$ cat src/rtl/rom_stream_reader.sv
// Burst reader in front of a 1-cycle-latency synchronous ROM.
// Ports: start/base/len request; rom_addr/rom_data; m_* stream; busy/done.
module rom_stream_reader #(
  parameter int DATA = 8,
  parameter int ADDR = 4
) (
  input  logic            clk,
  input  logic            reset,
  input  logic            start,
  input  logic [ADDR-1:0] base,
  input  logic [ADDR:0]   len,
  output logic [ADDR-1:0] rom_addr,
  input  logic [DATA-1:0] rom_data,
  output logic [DATA-1:0] m_data,
  output logic            m_valid,
  input  logic            m_ready,
  output logic            busy,
  output logic            done
);

  typedef enum logic {IDLE, RUN} state_t;

  state_t state, state_nx;

  logic [ADDR:0]   remaining;
  logic            inflight;
  logic [DATA-1:0] fifo [2];
  logic            wr_ptr;
  logic            rd_ptr;
  logic [1:0]      occ;
  logic            pop;
  logic            push;
  logic            issue;
  logic            launch;
  logic            zero_req;
  logic            last;

  assign pop     = m_valid & m_ready;
  assign push    = inflight;
  assign m_valid = (occ != 2'd0);
  assign m_data  = fifo[rd_ptr];
  assign busy    = (state == RUN);

  always_ff @(posedge clk) begin
    if (reset) state <= IDLE;
    else       state <= state_nx;
  end

  // Issue only when the word will still fit once the
  // in-flight read lands, counting this cycle's pop.
  always_comb begin
    state_nx = state;
    issue    = 1'b0;
    launch   = 1'b0;
    zero_req = 1'b0;
    last     = 1'b0;
    unique case (1'b1)
      (state == IDLE): begin
        if (start) begin
          if (len != '0) begin
            launch   = 1'b1;
            state_nx = RUN;
          end else begin
            zero_req = 1'b1;
          end
        end
      end
      (state == RUN): begin
        issue = (remaining != '0) &&
                (({1'b0, occ} + {2'b0, inflight})
                 <= (3'd1 + {2'b0, pop}));
        last  = (remaining == '0) && (occ == 2'd1) &&
                pop && !inflight;
        if (last) state_nx = IDLE;
      end
      default: state_nx = IDLE;
    endcase
  end

  always_ff @(posedge clk) begin
    if (reset) begin
      rom_addr  <= '0;
      remaining <= '0;
      inflight  <= 1'b0;
      done      <= 1'b0;
      wr_ptr    <= 1'b0;
      rd_ptr    <= 1'b0;
      occ       <= 2'd0;
      fifo[0]   <= '0;
      fifo[1]   <= '0;
    end else begin
      done     <= zero_req | last;
      inflight <= issue;
      if (launch) begin
        rom_addr  <= base;
        remaining <= len;
      end else if (issue) begin
        rom_addr  <= rom_addr + 1'b1;
        remaining <= remaining - 1'b1;
      end
      if (push) begin
        fifo[wr_ptr] <= rom_data;
        wr_ptr       <= ~wr_ptr;
      end
      if (pop) rd_ptr <= ~rd_ptr;
      unique case ({push, pop})
        2'b10:   occ <= occ + 2'd1;
        2'b01:   occ <= occ - 2'd1;
        default: occ <= occ;
      endcase
    end
  end

  always_ff @(posedge clk) begin
    if (!reset)
      assert (!(push && (occ == 2'd2) && !pop))
        else $error("fifo push while full");
  end

endmodule
$ cat config.mk
export PLATFORM = sky130hd
export DESIGN_NAME = rom_stream_reader
export DESIGN_NICKNAME = d
export VERILOG_FILES = /design/src/rtl/rom_stream_reader.sv
export SDC_FILE = /design/constraint.sdc
export NUM_CORES = 1
export LEC_CHECK = 0
export ABC_AREA = 1
export ABC_CLOCK_PERIOD_IN_PS = 1970
export CAP_MARGIN = 20
export CELL_PAD_IN_SITES_DETAIL_PLACEMENT = 1
export CELL_PAD_IN_SITES_GLOBAL_PLACEMENT = 2
export CORE_MARGIN = 4
export CORE_UTILIZATION = 27
export CTS_CLUSTER_SIZE = 30
export DETAILED_ROUTE_END_ITERATION = 7
export GPL_ROUTABILITY_DRIVEN = 0
export PLACE_DENSITY_LB_ADDON = 0.1
export REMOVE_ABC_BUFFERS = 1
export SYNTH_ARGS = -nofsm -noshare
export SYNTH_HDL_FRONTEND = slang
export SYNTH_SLANG_ARGS = --single-unit
$ cat constraint.sdc
create_clock -name clk -period 1.97 [get_ports clk]
set_input_delay 0.197 -clock clk [delete_from_list [all_inputs] [get_ports clk]]
set_output_delay 0.197 -clock clk [all_outputs]
set_load 0.05 [all_outputs]
==> results.tsv, run 1 <==
metric	value	unit
outcome	finished clean	
setup_tns	0	ns
drc	0	
worst_clock_skew	0.00440	ns
grt_overflow_total	0	
grt_use_total	0.124	
ys_ff_latch	33	
dp.cells	328	
initial_utilization	0.281	
fin_crit	1.92	ns
synthDistinctLibCells	28	
drt_pass1_iterations	4	
multi_input_area	925	um^2
ant_nets	0	
critical_path_arrival	2.10	ns
cts_tree	yes	
crit_type	reg2reg	
ir_drop	643	uV
rows	29	
wirelength	4450	um
fin_area	2480	um^2
netSwitchingPower	1.27	mW
die-area	8020	um^2
viasPerCell	4.39	
max_freq	0.521	GHz
grt_start_max_net_pins	19	
start_kind	register	
slew_headroom	0.669	
syn_area	1800	um^2
wl_per_cell	13.1	um
worst_slack	0.0515	ns
finalCritPeriodShare	0.974	
power-per-cell-area	1240	nW/um^2
cts-root-buf	clkbuf_8	
path_clk_slew	0.07	ns
die_x	89.5	um
vias	1488	
die_y	89.5	um
clk_path_buf_depth	2	
grt_pass1_wl	7470	um
regArea	823	um^2
numCtsBuffers	5	
antennaDiodeCount	0	
pwr-share-seq	0.301	
setup_viol	0	
core	6390	um^2
clock_power_share	0.203	
io_buffers	35	
rsz0062_at_grt	yes	
syn_inst	210	
place_area	2260	um^2
hold_viol	0	
cp.required	2.16	ns
io_pins	36	
clk_latency	0.29	ns
drv_slew	0	
min_path_type	reg2reg	
crit_fanout	5	
worst_slew_pin_slew	0.495	ns
areaGrowthSynthToFinish	38.0	%
internal_power	1.81	mW
stdcell_count	339	
dp_hpwl	3320	um
avgSynthCellArea	8.55	um^2
cp-end-kind	register	
drtIter0Drc	26	
p_leak	1.12	nW
antenna_found_initial	0	
pwr-share-comb	0.496	
ys_seq_area_frac	0.457	
num-nets-final	290	
drive_gt1_frac	0.279	
ys.warnings.count	0	
post-place-ws	-0.153	ns
p_sw_frac	0.412	
fill_cells	772	
cap_violations	0	
htree_levels	2	
grt_pass1_vias	1610	
cts.sinks	33	
cts_hold_buffers	0	
==> logic make-up (layout without fill, tap and decap cells) <==
logic type	count (synthesis)	in the layout	share of synthesized area
AND/OR/NAND/NOR	112	114	0.298
adder cells (fa/ha/maj)	8	8	0.0599
buffers and inverters	34	84	0.0794
flip-flops	33	33	0.457
multiplexers	8	8	0.0502
XOR/XNOR	4	4	0.0195
AO/OA/AOI/OAI	11	11	0.0355
==> what timing repair did <==
action | in CTS | in global routing
setup endpoints to repair | 9 | 9
setup buffers | 1 | 0
pin swaps | 6 | 6
resized for setup | 13 | 14
cloned | 2 | 0
==> worst paths after layout <==
| path | slack (ns) | start | to | depth (start not counted) |
|---|---|---|---|---|
| setup reg to reg | 0.05 | occ[0] | rom_addr[3] | 13 |
| hold / removal | 0.50 | wr_ptr | wr_ptr | 2 |
| hold reg to reg | 0.50 | wr_ptr | wr_ptr | 2 |
| setup / recovery | 0.05 | occ[0] | rom_addr[3] | 13 |
==> cells in the final DEF (no fill, tap or decap), types with 3 or more instances in the layout <==
cell | Yosys | layout
nand2_1 | 49 | 44
a21oi_1 | 4 | 3
nand2_8 | 2 | 3
nor2_2 | 2 | 5
inv_2 | 5 | 9
clkbuf_8 | 0 | 5
nand3b_1 | 5 | 5
inv_1 | 25 | 20
nand2_4 | 1 | 3
nand2_2 | 1 | 5
clkdlybuf4s50_1 | 0 | 26
edfxtp_1 | 16 | 16
nand3_2 | 1 | 3
nor2_1 | 37 | 33
o21ai_1 | 3 | 3
mux2_2 | 8 | 8
dfxtp_1 | 17 | 15
buf_4 | 0 | 20
ha_1 | 7 | 5
nand3_1 | 11 | 9
nor2_4 | 2 | 3
==> power by group through the flow <==
stage | Sequential [mW] | Combinational [mW] | Clock [mW]
after floorplan | 0.995 | 0.839 | 0
after global placement | 0.940 | 1.32 | 0
after detailed placement | 0.940 | 1.32 | 0
after CTS | 0.932 | 1.50 | 0.652
after global routing | 0.948 | 1.70 | 0.686
final | 0.927 | 1.53 | 0.627
==> synthesized netlist by cell type <==
library cell | instances | area (um^2)
nand3_1 | 11 | 55.1
nand2_8 | 2 | 40.0
inv_2 | 5 | 18.8
inv_1 | 25 | 93.8
o21ai_0 | 2 | 10.0
mux2_2 | 8 | 90.1
nor2_4 | 2 | 22.5
xor2_1 | 2 | 17.5
nand2_2 | 1 | 6.26
buf_8 | 1 | 15.0
ha_1 | 7 | 87.6
fa_1 | 1 | 20.0
edfxtp_1 | 16 | 480
dfxtp_1 | 17 | 340
o211a_1 | 1 | 10.0
clkbuf_2 | 1 | 5.00
o21ai_1 | 3 | 15.0
nand2_4 | 1 | 11.3
xnor2_1 | 2 | 17.5
o21ai_2 | 1 | 8.76
nand3_2 | 1 | 10.0
nand2_1 | 49 | 184
nor2_1 | 37 | 139
nor2_2 | 2 | 12.5
a21oi_1 | 4 | 20.0
buf_2 | 2 | 10.0
nand3_4 | 1 | 17.5
nand3b_1 | 5 | 37.5
==> layer usage <==
layer / up-vias / global-route usage / wire length (um)
met5: - / 0 / 0
li1: 768 / - / -
met2: 31 / 0.225 / 2220
met1: 681 / 0.137 / 1940
met3: 8 / 0.0350 / 219
met4: 0 / 0.0406 / 59
==> through the flow <==
step	util	hold slack [ns]	power, mW
6_report	0.388	0.498	3.08
4_1_cts	0.382	0.503	3.08
2_1_floorplan	-	0.266	1.83
3_5_place_dp	0.355	0.490	2.26
5_1_grt	0.388	0.527	3.34
3_3_place_gp	0.355	0.481	2.26
==> state kept, by name, indices dropped and copies added (netlist names), named ones only <==
| name | cells |
|---|---|
| rd_ptr | 1 |
| rom_addr | 4 |
| done | 1 |
| fifo | 16 |
| busy | 1 |
| remaining | 5 |
| occ | 2 |
| wr_ptr | 1 |
| inflight | 1 |
==> worst max-delay path: stages (launching register included) <==
cell and delay [ns]:
dfxtp_2 0.34, buf_4 0.12, ha_2 0.18, inv_2 0.04, fa_1 0.51, inv_2 0.05, nand3_2 0.06, nand2_2 0.06
nand2_4 0.10, nand2_8 0.09, nand2_8 0.09, inv_6 0.05, nor2_2 0.07, nor2_1 0.04
==> area by class of cell <==
type	instances	share of cell area
timing repair buffer	46	0.166
tap	77	0.0389
inverter	30	0.0475
sequential	33	0.332
clock inverter	2	0.0136
multi-input combinational	145	0.373
clock buffer	6	0.0293
(Power assumes the default switching activity.)
==> run 2: changes to the inputs <==
--- a/config.mk
+++ b/config.mk
@@ -15,6 +15,7 @@
 export CTS_CLUSTER_SIZE = 30
 export DETAILED_ROUTE_END_ITERATION = 7
 export GPL_ROUTABILITY_DRIVEN = 0
+export GPL_TIMING_DRIVEN = 1
 export PLACE_DENSITY_LB_ADDON = 0.1
 export REMOVE_ABC_BUFFERS = 1
 export SYNTH_ARGS = -nofsm -noshare
==> results of run 2 <==
Final layout, timing and power as in run 1 (identical DEF).
